### src/rtl/load_store_unit_pkg.sv
// load_store_unit_pkg: shared widths, funct3 encodings and the LSU state type
// for the MEM-stage load/store unit.
package load_store_unit_pkg;

  localparam int DATA_WIDTH = 32;
  localparam int BE_WIDTH   = DATA_WIDTH / 8;

  localparam logic [2:0] FUNCT3_LB  = 3'b000;
  localparam logic [2:0] FUNCT3_LH  = 3'b001;
  localparam logic [2:0] FUNCT3_LW  = 3'b010;
  localparam logic [2:0] FUNCT3_LBU = 3'b100;
  localparam logic [2:0] FUNCT3_LHU = 3'b101;
  localparam logic [2:0] FUNCT3_SB  = 3'b000;
  localparam logic [2:0] FUNCT3_SH  = 3'b001;
  localparam logic [2:0] FUNCT3_SW  = 3'b010;

  typedef enum logic [2:0] {
    ST_IDLE = 3'd0,
    ST_REQ0 = 3'd1,
    ST_RSP0 = 3'd2,
    ST_REQ1 = 3'd3,
    ST_RSP1 = 3'd4,
    ST_DONE = 3'd5
  } lsu_state_t;

  // Byte-enable pattern of an access before lane shifting. An all-zero
  // result marks an undefined funct3 encoding.
  function automatic logic [BE_WIDTH-1:0] access_mask(input logic isStore,
                                                      input logic [2:0] funct3);
    logic [BE_WIDTH-1:0] mask;
    mask = '0;
    if (isStore) begin
      case (funct3)
        FUNCT3_SB: mask = 4'b0001;
        FUNCT3_SH: mask = 4'b0011;
        FUNCT3_SW: mask = 4'b1111;
        default:   mask = '0;
      endcase
    end else begin
      case (funct3)
        FUNCT3_LB, FUNCT3_LBU: mask = 4'b0001;
        FUNCT3_LH, FUNCT3_LHU: mask = 4'b0011;
        FUNCT3_LW:             mask = 4'b1111;
        default:               mask = '0;
      endcase
    end
    return mask;
  endfunction

endpackage

### src/rtl/load_store_unit_load_align.sv
// lsu_load_align: purely combinational load formatter. Takes the two bus
// words of an access, the byte offset and funct3, and returns the sized,
// sign- or zero-extended load result.
module lsu_load_align
  import load_store_unit_pkg::*;
(
  input  logic [DATA_WIDTH-1:0] i_word0,
  input  logic [DATA_WIDTH-1:0] i_word1,
  input  logic [1:0]            i_off,
  input  logic [2:0]            i_funct3,
  output logic [DATA_WIDTH-1:0] o_data
);

  logic [DATA_WIDTH-1:0] w_shifted;

  // Slide the word pair right so the addressed byte lands at bit 0.
  always_comb begin
    w_shifted = DATA_WIDTH'({i_word1, i_word0} >> {i_off, 3'b000});
  end

  // Trim to the access size and extend; undefined encodings read as zero.
  always_comb begin
    o_data = '0;
    case (i_funct3)
      FUNCT3_LB:  o_data = {{24{w_shifted[7]}}, w_shifted[7:0]};
      FUNCT3_LH:  o_data = {{16{w_shifted[15]}}, w_shifted[15:0]};
      FUNCT3_LW:  o_data = w_shifted;
      FUNCT3_LBU: o_data = {24'b0, w_shifted[7:0]};
      FUNCT3_LHU: o_data = {16'b0, w_shifted[15:0]};
      default:    o_data = '0;
    endcase
  end

endmodule

### src/rtl/load_store_unit.sv
// load_store_unit: MEM-stage data-bus initiator. Converts load/store controls
// into a single outstanding req/gnt/rvalid transaction, builds byte enables and
// lane-rotated store data, and formats load results. The pipeline is stalled
// until the access reaches DONE.
// Build option: define LSU_MISALIGN_SPLIT_EN to split word-crossing accesses
// into two bus transactions; without it such accesses are rejected through
// misalign_o without touching the bus.
module load_store_unit
  import load_store_unit_pkg::*;
(
  input  logic                  clk,
  input  logic                  rst,
  input  logic                  MEM_MemRead_en,
  input  logic                  MEM_MemWrite_en,
  input  logic [2:0]            MEM_funct3_i,
  input  logic [DATA_WIDTH-1:0] MEM_addr_i,
  input  logic [DATA_WIDTH-1:0] MEM_wr_data_i,
  output logic                  stall_o,
  output logic                  ld_valid_o,
  output logic [DATA_WIDTH-1:0] ld_data_o,
  output logic                  misalign_o,
  output logic                  bus_req_o,
  output logic                  bus_we_o,
  output logic [DATA_WIDTH-1:0] bus_addr_o,
  output logic [BE_WIDTH-1:0]   bus_be_o,
  output logic [DATA_WIDTH-1:0] bus_wdata_o,
  input  logic                  bus_gnt_i,
  input  logic                  bus_rvalid_i,
  input  logic [DATA_WIDTH-1:0] bus_rdata_i
);

`ifdef LSU_MISALIGN_SPLIT_EN
  localparam logic SPLIT_EN = 1'b1;
`else
  localparam logic SPLIT_EN = 1'b0;
`endif

  lsu_state_t r_state;
  lsu_state_t w_next;

  logic                  w_access;
  logic                  w_isStore;
  logic                  w_isLoad;
  logic [1:0]            w_off;
  logic [BE_WIDTH-1:0]   w_mask;
  logic                  w_defined;
  logic                  w_crosses;
  logic                  w_split;
  logic                  w_reject;
  logic [2*BE_WIDTH-1:0] w_beShifted;
  logic [DATA_WIDTH-1:0] w_wordAddr0;
  logic [DATA_WIDTH-1:0] w_wordAddr1;
  logic [DATA_WIDTH-1:0] w_wdataRot;
  logic [DATA_WIDTH-1:0] w_alignWord0;
  logic [DATA_WIDTH-1:0] w_alignWord1;
  logic [DATA_WIDTH-1:0] w_loadResult;

  logic                  r_busReq;
  logic                  r_busWe;
  logic [DATA_WIDTH-1:0] r_busAddr;
  logic [BE_WIDTH-1:0]   r_busBe;
  logic [DATA_WIDTH-1:0] r_busWdata;
  logic [DATA_WIDTH-1:0] r_word0;
  logic                  r_ldValid;
  logic [DATA_WIDTH-1:0] r_ldData;
  logic                  r_misalign;

  // Decode the MEM-stage request: kind, size, lane offset and whether it
  // spills into the next word. Both enables together count as a store.
  always_comb begin
    w_access    = MEM_MemRead_en | MEM_MemWrite_en;
    w_isStore   = MEM_MemWrite_en;
    w_isLoad    = MEM_MemRead_en & ~MEM_MemWrite_en;
    w_off       = MEM_addr_i[1:0];
    w_mask      = access_mask(w_isStore, MEM_funct3_i);
    w_defined   = |w_mask;
    w_crosses   = ((w_mask == 4'b0011) && (w_off == 2'd3)) ||
                  ((w_mask == 4'b1111) && (w_off != 2'd0));
    w_split     = w_crosses & SPLIT_EN;
    w_reject    = w_crosses & ~SPLIT_EN;
    w_beShifted = {4'b0000, w_mask} << w_off;
    w_wordAddr0 = {MEM_addr_i[DATA_WIDTH-1:2], 2'b00};
    w_wordAddr1 = w_wordAddr0 + 32'd4;
  end

  // Rotate store data left by the byte offset so each byte sits on its lane;
  // bytes that wrap around belong to the second word of a split store.
  always_comb begin
    w_wdataRot = MEM_wr_data_i;
    case (w_off)
      2'd0: w_wdataRot = MEM_wr_data_i;
      2'd1: w_wdataRot = {MEM_wr_data_i[23:0], MEM_wr_data_i[31:24]};
      2'd2: w_wdataRot = {MEM_wr_data_i[15:0], MEM_wr_data_i[31:16]};
      2'd3: w_wdataRot = {MEM_wr_data_i[7:0],  MEM_wr_data_i[31:8]};
      default: w_wdataRot = MEM_wr_data_i;
    endcase
  end

  // Feed the aligner with the word arriving this cycle, falling back to the
  // captured first word once the second response is in flight.
  always_comb begin
    w_alignWord0 = (r_state == ST_RSP0) ? bus_rdata_i : r_word0;
    w_alignWord1 = (r_state == ST_RSP1) ? bus_rdata_i : '0;
  end

  lsu_load_align u_load_align (
    .i_word0  (w_alignWord0),
    .i_word1  (w_alignWord1),
    .i_off    (w_off),
    .i_funct3 (MEM_funct3_i),
    .o_data   (w_loadResult)
  );

  // Next-state logic and the combinational pipeline stall.
  always_comb begin
    w_next  = r_state;
    stall_o = 1'b0;
    case (r_state)
      ST_IDLE: begin
        if (w_access) begin
          stall_o = 1'b1;
          if (!w_defined || w_reject) w_next = ST_DONE;
          else                        w_next = ST_REQ0;
        end
      end
      ST_REQ0: begin
        stall_o = 1'b1;
        if (bus_gnt_i) begin
          if (w_isStore) w_next = w_split ? ST_REQ1 : ST_DONE;
          else           w_next = ST_RSP0;
        end
      end
      ST_RSP0: begin
        stall_o = 1'b1;
        if (bus_rvalid_i) w_next = w_split ? ST_REQ1 : ST_DONE;
      end
      ST_REQ1: begin
        stall_o = 1'b1;
        if (bus_gnt_i) w_next = w_isStore ? ST_DONE : ST_RSP1;
      end
      ST_RSP1: begin
        stall_o = 1'b1;
        if (bus_rvalid_i) w_next = ST_DONE;
      end
      ST_DONE: begin
        w_next = ST_IDLE;
      end
      default: begin
        w_next = ST_IDLE;
      end
    endcase
  end

  // State register; reset abandons any transaction in flight.
  always_ff @(posedge clk) begin
    if (rst) r_state <= ST_IDLE;
    else     r_state <= w_next;
  end

  // Bus request fields are loaded when a request phase starts and held
  // untouched until the grant arrives.
  always_ff @(posedge clk) begin
    if (rst) begin
      r_busReq   <= 1'b0;
      r_busWe    <= 1'b0;
      r_busAddr  <= '0;
      r_busBe    <= '0;
      r_busWdata <= '0;
    end else begin
      r_busReq <= (w_next == ST_REQ0) || (w_next == ST_REQ1);
      if ((r_state == ST_IDLE) && (w_next == ST_REQ0)) begin
        r_busWe    <= w_isStore;
        r_busAddr  <= w_wordAddr0;
        r_busBe    <= w_isStore ? w_beShifted[BE_WIDTH-1:0] : '1;
        r_busWdata <= w_isStore ? w_wdataRot : '0;
      end else if ((w_next == ST_REQ1) && (r_state != ST_REQ1)) begin
        r_busAddr <= w_wordAddr1;
        r_busBe   <= w_isStore ? w_beShifted[2*BE_WIDTH-1:BE_WIDTH] : '1;
      end
    end
  end

  // Capture the first read word and register the completion pulses and load
  // result as the access enters DONE. An undefined load completes with zero.
  always_ff @(posedge clk) begin
    if (rst) begin
      r_word0    <= '0;
      r_ldValid  <= 1'b0;
      r_ldData   <= '0;
      r_misalign <= 1'b0;
    end else begin
      r_ldValid  <= 1'b0;
      r_misalign <= 1'b0;
      if ((r_state == ST_RSP0) && bus_rvalid_i) r_word0 <= bus_rdata_i;
      if ((w_next == ST_DONE) && (r_state != ST_DONE)) begin
        r_misalign <= (r_state == ST_IDLE) & w_reject;
        r_ldValid  <= w_isLoad & ~w_reject;
        if (w_isLoad) r_ldData <= (w_defined && !w_reject) ? w_loadResult : '0;
      end
    end
  end

  assign bus_req_o   = r_busReq;
  assign bus_we_o    = r_busWe;
  assign bus_addr_o  = r_busAddr;
  assign bus_be_o    = r_busBe;
  assign bus_wdata_o = r_busWdata;
  assign ld_valid_o  = r_ldValid;
  assign ld_data_o   = r_ldData;
  assign misalign_o  = r_misalign;

endmodule

### config.mk
export PLATFORM = sky130hd
export DESIGN_NAME = load_store_unit
export DESIGN_NICKNAME = d
export VERILOG_FILES = /design/src/rtl/load_store_unit_pkg.sv /design/src/rtl/load_store_unit_load_align.sv /design/src/rtl/load_store_unit.sv
export SDC_FILE = /design/constraint.sdc
export NUM_CORES = 1
export LEC_CHECK = 0
export CAP_MARGIN = 20
export CORE_MARGIN = 5
export CORE_UTILIZATION = 41
export CTS_BUF_LIST = sky130_fd_sc_hd__clkbuf_2
export DETAILED_ROUTE_END_ITERATION = 10
export PLACE_DENSITY = 0.72
export REMOVE_ABC_BUFFERS = 1
export SLEW_MARGIN = 20
export SYNTH_ARGS = -nofsm -noshare
export SYNTH_HDL_FRONTEND = slang
export SYNTH_HIERARCHICAL = 1
export SYNTH_SLANG_ARGS = --single-unit
### constraint.sdc
create_clock -name clk -period 3.1 [get_ports clk]
set_input_delay 0.465 -clock clk [delete_from_list [all_inputs] [get_ports clk]]
set_output_delay 0.465 -clock clk [all_outputs]
set_load 0.02 [all_outputs]
==> results.cfg, run 1 <==
[timing]
setup_tns_ps = 0
post-route-min-period_ps = 2760
setup_violations = 0
crit_share_post_route_pct = 89.2
worst_clock_skew_ps = 34.2
setup_slack_ps = 335
finalHoldViolations = 0
worstMarginPinSlew_ps = 863
slew_violations = 0
setup_repair_after_global_routing_missed_its_margin = false
fmax_ghz = 0.362
max_slew_margin_pct = 42.3

[floorplan]
core-area_um2 = 18800
floorplan.die_area_um2 = 22100
io_pins = 210
floorplan.initialDensity_pct = 41.8
floorplan.die.height_um = 149
chip_width_um = 149
core.rowCount = 50

[global_route]
global_route.overflow_total = 0
groute.layer.met1.usage_pct = 24.7
grt_util_met2_pct = 33.1
busiest_layer = met2
grt_pass1_vias = 6624
globalRouteTotalUtil_pct = 19.5
gr-usage-met3_pct = 4.08
grt_first_pass_wirelength_um = 34900
grt_start_max_net_pins = 71
number_of_antenna_violations_at_the_first_check_in_global_routing = 2

[min_path]
whs_path_depth = 3
worstHoldEndpoint = bus_addr_o[22]
hold_path_class = input pin to register
min_from = MEM_addr_i[22]

[power]
pwr-share-comb_pct = 23.4
power_leakage_nw = 3.42
p_total_mw = 3.85
p_per_area_nw_per_um2 = 373
vdd_drop_max_uv = 179
power.switching_fraction_pct = 31.4
p_seq_share_pct = 48.2
internal_power_mw = 2.64
power_switching_mw = 1.21
power_frac_clock_pct = 28.4

[routing]
ant_nets = 0
avgRoutedWirePerCell_um = 16.8
detail_route.wirelength_um = 21900
drcViolationCount = 0
dr_total_vias = 6841
detail_route.first_pass.iterations = 5
routed_via_density = 5.24
drt_first_iter_violations = 394

[critical_path]
critPathMostFrequentCell = sky130_fd_sc_hd__nand2_1
worstSetupEndpointType = register
timing.critical_path.fanout_max = 13
worst-setup-path-type = register to register
worst_path_max_delay_cell = sky130_fd_sc_hd__dfxtp_1
crit_path_max_incr_delay_ps = 600
worstPathRequired_ps = 3740
critical_path.startpoint_type = register
critPathArrivalTime_ps = 3400
reg2reg_to = ld_data_o[30]
worstPathCellList = nor2b_1 -> nor2b_2 -> buf_4 -> mux2_2 -> mux4_2 -> nand2_1 -> a31oi_1 -> nand2_1 -> mux2i_1
rr_worst_depth = 9
rrSetupSlack_ps = 340
timing.rr.start = r_state[1]

[clocking]
cts_inserted_buffers = 17
clk_path_buf_depth = 2
post_cts.repair.setup_buffers = 0
clockRootBuffer = sky130_fd_sc_hd__clkbuf_2
htree_levels = 4
clkSlewWorstSetupHoldPaths_ps = 240
cts_tree = yes
postCtsHoldBufs = 0
clock_sinks = 137
post_cts_resized = 0
clock_latency_ps = 740

[yosys]
syn_inst = 860
synth.cell_area_um2 = 7880
synth_warnings = 6
postSynthAreaPerCell_um2 = 9.16

[job]
drv.max_cap_violation_count = 0

[placed_design]
place_worst_setup_slack_ps = 366
dpl.hpwl_um = 15500
io_buffers = 207
gp_routability_congestion = 0.799
place_inst = 1271

[layout]
final.fill_count = 1712
final_cell_count_without_fillers = 1305
drive_above_1_share_pct = 16.4
sequential_cell_area_um2 = 2740
num-nets-final = 1135
multi_input_area_um2 = 4690
area_delta_synth_final_pct = 31.0

[outcome]
run_status = completed
==> how the worst max path moves through the flow <==
stage                    startpoint             to  cells past startpoint  slack [ps]
floorplan                r_state[1]  ld_data_o[16]                      8        -800
global placement    MEM_MemWrite_en        stall_o                      4         440
detailed placement       r_state[1]  ld_data_o[14]                      8         370
CTS                      r_state[2]        stall_o                      3         300
global route             r_state[1]  ld_data_o[13]                      8         160
finish                   r_state[1]  ld_data_o[30]                      9         340
==> per-layer routing <==
metal	up-vias	part of all wire, %
met3	41	4.9
met5	-	0
li1	3353	-
met2	187	50
met4	0	2.4
met1	3260	43
==> state kept, by name, summed over array words and instances, names as in the netlist <==
name,flops
ld_data_o,32
bus_we_o,1
bus_wdata_o,32
r_state,3
r_word0,32
bus_req_o,1
bus_be_o,4
misalign_o,1
bus_addr_o,30
ld_valid_o,1
==> metrics by stage <==
stage	hold slack, ps	area (um2)	util (%)
5_1_grt	135	10300	54.8
3_5_place_dp	444	10100	53.5
6_report	215	10300	54.8
2_1_floorplan	428	7450	-
3_3_place_gp	438	10100	53.5
4_1_cts	155	10300	54.8
==> final cells by class <==
| class | count | area share (%) |
|---|---|---|
| antenna | 2 | 0.0485 |
| clock buffer | 17 | 0.824 |
| clock inverter | 15 | 1.47 |
| inverter | 9 | 0.327 |
| multi-input combinational | 633 | 45.4 |
| sequential | 137 | 26.6 |
| tap | 260 | 3.15 |
| timing repair buffer | 232 | 22.2 |
==> critical path: cells and delay by family (launching register included) <==
family	cells	cell delay [ps]
buf+inv	1	300
compound gates	1	80
flops	1	600
mux	3	920
simple gates	4	740
==> layout by cell type, fill, tap and decap left out, types with 2 or more instances in the layout <==
master and count:
sky130_fd_sc_hd__nand2_1 210, sky130_fd_sc_hd__clkdlybuf4s50_1 204, sky130_fd_sc_hd__dfxtp_1 137, sky130_fd_sc_hd__a21oi_1 99
sky130_fd_sc_hd__mux4_2 60, sky130_fd_sc_hd__nand2b_1 37, sky130_fd_sc_hd__mux2_2 36, sky130_fd_sc_hd__mux2i_1 35
sky130_fd_sc_hd__nand3_1 33, sky130_fd_sc_hd__and2_1 27, sky130_fd_sc_hd__buf_4 25, sky130_fd_sc_hd__clkbuf_2 17
sky130_fd_sc_hd__a31oi_1 16, sky130_fd_sc_hd__o21ai_0 14, sky130_fd_sc_hd__nor2_1 13, sky130_fd_sc_hd__nor2b_1 12
sky130_fd_sc_hd__inv_1 7, sky130_fd_sc_hd__a311oi_1 4, sky130_fd_sc_hd__clkinvlp_4 4, sky130_fd_sc_hd__nand3b_1 3
sky130_fd_sc_hd__inv_6 3, sky130_fd_sc_hd__buf_12 3, sky130_fd_sc_hd__mux4_1 3, sky130_fd_sc_hd__diode_2 2
sky130_fd_sc_hd__o21a_1 2, sky130_fd_sc_hd__nor2b_2 2, sky130_fd_sc_hd__inv_2 2, sky130_fd_sc_hd__o211ai_2 2
sky130_fd_sc_hd__nor4_1 2, sky130_fd_sc_hd__conb_1 2, sky130_fd_sc_hd__clkinv_2 2, sky130_fd_sc_hd__clkinv_1 2
sky130_fd_sc_hd__clkinv_4 2, sky130_fd_sc_hd__bufinv_16 2
==> power groups by stage <==
stage                     Combinational (mW)  Clock (mW)  Sequential (mW)
after floorplan                        0.399           0             1.94
after global placement                 0.896           0             1.89
after detailed placement               0.901           0             1.89
after CTS                              0.904        1.13             1.86
after global routing                   0.968        1.22             1.87
final                                  0.901        1.09             1.86
Note: power is estimated with default switching activity, not from simulation.
==> run 2, diff against run 1 <==
--- a/config.mk
+++ b/config.mk
@@ -10,6 +10,7 @@
 export CORE_UTILIZATION = 41
 export CTS_BUF_LIST = sky130_fd_sc_hd__clkbuf_2
 export DETAILED_ROUTE_END_ITERATION = 10
+export HOLD_SLACK_MARGIN = 0.06
 export PLACE_DENSITY = 0.72
 export REMOVE_ABC_BUFFERS = 1
 export SLEW_MARGIN = 20
==> results of run 2 <==
Final layout, timing and power as in run 1 (identical DEF).
